**src/rtl/table_walk_param.sv**
```systemverilog
// Two-level page table walker: L1 descriptor read, L2 descriptor read, then a one-cycle done pulse.
// Optional descriptor fault detection is enabled by defining TABLE_WALK_FAULT_CHECK_EN.
module table_walk_param #(
    parameter int VA_W     = 14,
    parameter int PA_W     = 14,
    parameter int L1_IDX_W = 5,
    parameter int L2_IDX_W = 4,
    parameter int OFF_W    = 5
) (
    input  logic            in_clk,
    input  logic            in_rst_n,
    input  logic            in_req,
    input  logic [VA_W-1:0] in_mva,
    input  logic [PA_W-1:0] in_ttb,
    output logic            out_busy,
    output logic            out_done,
    output logic [PA_W-1:0] out_paddr,
    output logic            out_fault,
    output logic            out_mcu_ren,
    output logic [PA_W-1:0] out_mcu_addr,
    output logic [1:0]      out_mcu_size,
    input  logic [31:0]     in_mcu_data,
    input  logic            in_mcu_valid
);

    localparam int TTB_HI_W = PA_W - L1_IDX_W - 2;

    typedef enum logic [1:0] {
        S_IDLE  = 2'd0,
        S_L1_RD = 2'd1,
        S_L2_RD = 2'd2,
        S_DONE  = 2'd3
    } state_e;

    state_e                state_q, state_d;
    logic [VA_W-1:0]       mva_q, mva_d;
    logic [TTB_HI_W-1:0]   ttb_hi_q, ttb_hi_d;
    logic [PA_W-1:0]       l2_addr_q, l2_addr_d;
    logic [PA_W-1:0]       paddr_q, paddr_d;

    logic [L1_IDX_W-1:0]   l1_idx;
    logic [L2_IDX_W-1:0]   l2_idx;
    logic [OFF_W-1:0]      pg_off;
    logic                  desc_fault;

    assign l1_idx = mva_q[VA_W-1 -: L1_IDX_W];
    assign l2_idx = mva_q[VA_W-L1_IDX_W-1 -: L2_IDX_W];
    assign pg_off = mva_q[OFF_W-1:0];

`ifdef TABLE_WALK_FAULT_CHECK_EN
    logic fault_q, fault_d;

    // An invalid descriptor carries type bits 2'b00 at either level.
    assign desc_fault = (in_mcu_data[1:0] == 2'b00);

    always_comb begin
        fault_d = fault_q;
        if (state_q == S_IDLE && in_req) begin
            fault_d = 1'b0;
        end else if ((state_q == S_L1_RD || state_q == S_L2_RD) && in_mcu_valid && desc_fault) begin
            fault_d = 1'b1;
        end
    end

    always_ff @(posedge in_clk or negedge in_rst_n) begin
        if (!in_rst_n) begin
            fault_q <= 1'b0;
        end else begin
            fault_q <= fault_d;
        end
    end

    assign out_fault = fault_q;
`else
    assign desc_fault = 1'b0;
    assign out_fault  = 1'b0;
`endif

    // Descriptor high bits and TTB low bits are architecturally ignored.
    logic unused_bits;
    assign unused_bits = ^{in_mcu_data, in_ttb};

    always_comb begin
        // NOTE: every combinational output gets a default first so no path leaves it unassigned (no latch).
        state_d      = state_q;
        mva_d        = mva_q;
        ttb_hi_d     = ttb_hi_q;
        l2_addr_d    = l2_addr_q;
        paddr_d      = paddr_q;
        out_mcu_ren  = 1'b0;
        out_mcu_addr = '0;
        out_mcu_size = 2'b00;

        case (state_q)
            S_IDLE: begin
                if (in_req) begin
                    mva_d    = in_mva;
                    ttb_hi_d = in_ttb[PA_W-1:L1_IDX_W+2];
                    state_d  = S_L1_RD;
                end
            end
            S_L1_RD: begin
                out_mcu_ren  = 1'b1;
                out_mcu_size = 2'b10;
                out_mcu_addr = {ttb_hi_q, l1_idx, 2'b00};
                if (in_mcu_valid) begin
                    if (desc_fault) begin
                        paddr_d = '0;
                        state_d = S_DONE;
                    end else begin
                        l2_addr_d = {in_mcu_data[PA_W-1:L2_IDX_W+2], l2_idx, 2'b00};
                        state_d   = S_L2_RD;
                    end
                end
            end
            S_L2_RD: begin
                out_mcu_ren  = 1'b1;
                out_mcu_size = 2'b10;
                out_mcu_addr = l2_addr_q;
                if (in_mcu_valid) begin
                    if (desc_fault) begin
                        paddr_d = '0;
                    end else begin
                        paddr_d = {in_mcu_data[PA_W-1:OFF_W], pg_off};
                    end
                    state_d = S_DONE;
                end
            end
            S_DONE: begin
                state_d = S_IDLE;
            end
            default: begin
                state_d = S_IDLE;
            end
        endcase
    end

    always_ff @(posedge in_clk or negedge in_rst_n) begin
        // NOTE: sequential state uses non-blocking assignments so all flops update from pre-edge values.
        if (!in_rst_n) begin
            state_q   <= S_IDLE;
            mva_q     <= '0;
            ttb_hi_q  <= '0;
            l2_addr_q <= '0;
            paddr_q   <= '0;
        end else begin
            state_q   <= state_d;
            mva_q     <= mva_d;
            ttb_hi_q  <= ttb_hi_d;
            l2_addr_q <= l2_addr_d;
            paddr_q   <= paddr_d;
        end
    end

    assign out_busy  = (state_q != S_IDLE);
    assign out_done  = (state_q == S_DONE);
    assign out_paddr = paddr_q;

endmodule

```
**config.mk**
```make
export PLATFORM = sky130hd
export DESIGN_NAME = table_walk_param
export DESIGN_NICKNAME = d
export VERILOG_FILES = /design/src/rtl/table_walk_param.sv
export SDC_FILE = /design/constraint.sdc
export NUM_CORES = 1
export LEC_CHECK = 0
export ABC_AREA = 1
export CAP_MARGIN = 15
export CELL_PAD_IN_SITES_DETAIL_PLACEMENT = 0
export CELL_PAD_IN_SITES_GLOBAL_PLACEMENT = 1
export CORE_MARGIN = 5
export CORE_UTILIZATION = 33
export DETAILED_ROUTE_END_ITERATION = 8
export GPL_ROUTABILITY_DRIVEN = 0
export PLACE_DENSITY_LB_ADDON = 0.1
export REMOVE_ABC_BUFFERS = 1
export SYNTH_ARGS = -nofsm -noshare
export SYNTH_HDL_FRONTEND = slang
export SYNTH_SLANG_ARGS = --single-unit
```
**constraint.sdc**
```tcl
create_clock -name in_clk -period 2 [get_ports in_clk]
set_input_delay 0.4 -clock in_clk [delete_from_list [all_inputs] [get_ports in_clk]]
set_output_delay 0.4 -clock in_clk [all_outputs]
set_load 0.03 [all_outputs]
```
==> flow_summary.ini, run 1 <==
[outcome]
status = finished, violations left
violations = negative setup slack

[layout]
postLayoutCellArea_sq_um = 3230
drive_above_1_share = 0.220
fill_cells = 703
syn2layout_area_growth_pct = 39.7
final_nets = 404
multi_input_area_sq_um = 941
seq_area_sq_um = 1230
diodes = 0

[grt]
grt_use_met3 = 0.0369
gr-total-overflow = 0
grt_max_degree = 50
grt-busiest-layer = met2
use_met1 = 0.182
grt.total_usage = 0.137
antenna_found_initial = 0
grt_pass1_vias = 1866
use_met2 = 0.221
grt_pass1_wl_mm = 9.27

[pwr]
ir_worst_vdd_mv = 0.563
leakage_uw = 0.00155
p_per_area_nw_per_um2 = 1650

[routing]
drcViolationCount = 0
firstDrtPassIters = 4
vias_per_cell = 4.38
drt-total-wl_mm = 5.74
wl_per_cell_microns = 13.2
detail-route-antenna-nets = 0
drt-initial-drc-count = 56
vias = 1897

[sta]
fmax_mhz = 499
timing.final.ws_setup_ns = -0.00344
fin_setup_tns_ns = -0.00899
drv_slew = 0
setup_viol = 4
finClkSkew_ns = 0.00549
rsz0062_at_grt = yes
finalHoldViolCount = 0
final_min_period_over_clock_period = 1.00
min_period_ns = 2.00

[setup_path]
reg2reg_slack_ns = 0.34
arrival_ns = 1.60
crit_fanout = 6
cp-end-kind = output port
slowest_delay_ns = 0.38
required_ns = 1.60
path_class = register to output port
start_kind = register
slowest_stage = dfrtp_1
crit_chain = inv_2 > ha_4 > clkinvlp_4 > a21oi_1 > buf_4

[die]
rows = 30
initial_core_util = 0.340
ios = 98
die_h_microns = 93.7
coreArea_sq_um = 6790
die_w_microns = 93.7
dieArea_sq_um = 8770

[cts]
cts_max_path_buffers = 2
cts_tree = built
cts.sinks = 49
clk_pin_slew_ns = 0.09
cts_root_buffer = clkbuf_8
clkLatencyLatePin_ns = 0.30
cts_buffers = 5
htree_levels = 2
holdBufCountCts = 0

[yosys]
yosysWarningCount = 0
synth_cell_types = 14
syn-cell-area_sq_um = 2310
synth_seq_area_share = 0.531
avgSynthCellArea_sq_um = 8.68
synth_seq_cells = 49
netlist_instances = 266

[job]
maxCapViolCount = 0

[placed_design]
port_buffers = 63
dpl_cell_area_sq_um = 2970
dp_slack_ns = 0.0874
hpwl_mm = 3.82

[worst_hold_path]
hp-class = input pin to asynchronous set/reset pin
kinds of logic after synthesis:
family	synth area share
simple gates	0.261
flops	0.531
buf+inv	0.0964
compound gates	0.0888
fa+ha+maj	0.0217
other cells	0.00162
final timing paths:
kind                        startpoint                to  cells after the start
hold reg to reg            ttb_hi_q[5]       ttb_hi_q[5]                      2
setup reg to reg            state_q[0]         mva_q[13]                      7
hold / removal                in_rst_n     out_paddr[12]                      2
max in group asynchronous     in_rst_n       ttb_hi_q[5]                      2
setup / recovery            state_q[1]  out_mcu_addr[13]                      5
min in group in_clk        ttb_hi_q[5]       ttb_hi_q[5]                      2
cells in the mapped netlist (all sizes together):
cell   number  area share
or2         1      0.0027
nand2     112        0.18
o21ai      17       0.063
nand3      34       0.074
conb        1      0.0016
ha          4       0.022
inv        14       0.023
a21oi      12       0.026
dfrtp      49        0.53
buf        22       0.074
placed cells by master (no fill, tap or decap):
cell type        instances
o21ai_2                 16
or2_0                    1
clkdlybuf4s50_1         46
dlygate4sd2_1            2
buf_6                   14
clkbuf_1                 1
nand2_1                109
ha_4                     2
buf_4                   15
a21oi_1                  1
buf_12                   1
ha_1                     2
nand3_1                 34
inv_1                   11
dfrtp_1                 49
a21oi_2                 11
nand2_2                  3
conb_1                   4
buf_2                    1
clkbuf_8                 5
clkdlybuf4s15_1          2
o21ai_1                  1
clkinvlp_4               2
clkinv_2                 2
inv_2                    2
registers in the layout, indices dropped and copies added (netlist names):
name,cells
mva_q,14
out_paddr,14
l2_addr_q,12
ttb_hi_q,7
state_q,2
area by class of cell:
cell class / instances / share of cell area
clock buffer: 6 / 0.0225
tap: 96 / 0.0372
inverter: 14 / 0.0174
timing repair inverter: 1 / 0.00233
multi-input combinational: 184 / 0.292
timing repair buffer: 81 / 0.246
sequential: 49 / 0.380
clock inverter: 2 / 0.00310
where the power goes:
group | total (uW) | leakage, uW | internal, uW | switching (uW)
sequential | 1700 | 0.000614 | 1460 | 240
clock | 568 | 0.0000450 | 243 | 325
combinational | 3040 | 0.000894 | 1210 | 1830
total | 5310 | 0.00155 | 2920 | 2400
stage by stage:
step,instances,hold slack (ns),utilization,total power [uW]
6_report,433,0.0815,0.475,5310
3_3_place_gp,418,0.414,0.437,4360
4_1_cts,432,0.0872,0.465,5240
2_1_floorplan,247,0.104,-,3320
3_5_place_dp,418,0.414,0.437,4400
5_1_grt,433,0.0852,0.475,5730
routing by layer:
layer  wire, microns  share of wire
met3             365          0.064
met4              69          0.012
met5               0              0
met2            2580           0.45
met1            2720           0.47
worst max-delay path, delay by kind of cell, from the launching register on:
family | cells | cell delay, ns
adder cells (fa/ha/maj) | 1 | 0.31
buffers and inverters | 3 | 0.44
AO/OA/AOI/OAI | 1 | 0.17
flip-flops | 1 | 0.38
repair_timing:
| item | in CTS | in global routing |
|---|---|---|
| cloned | 1 | 0 |
| gates resized for setup | 24 | 16 |
| endpoints found under the setup margin | 15 | 14 |
| pin swaps | 1 | 2 |
| buffers inserted | 5 | 1 |
(Power assumes the default switching activity.)
==> inputs of run 2 (changes only) <==
Settings changed: CAP_MARGIN 15 to 20.
==> results of run 2 <==
The final DEF is identical to that of run 1; final timing and power are the same.
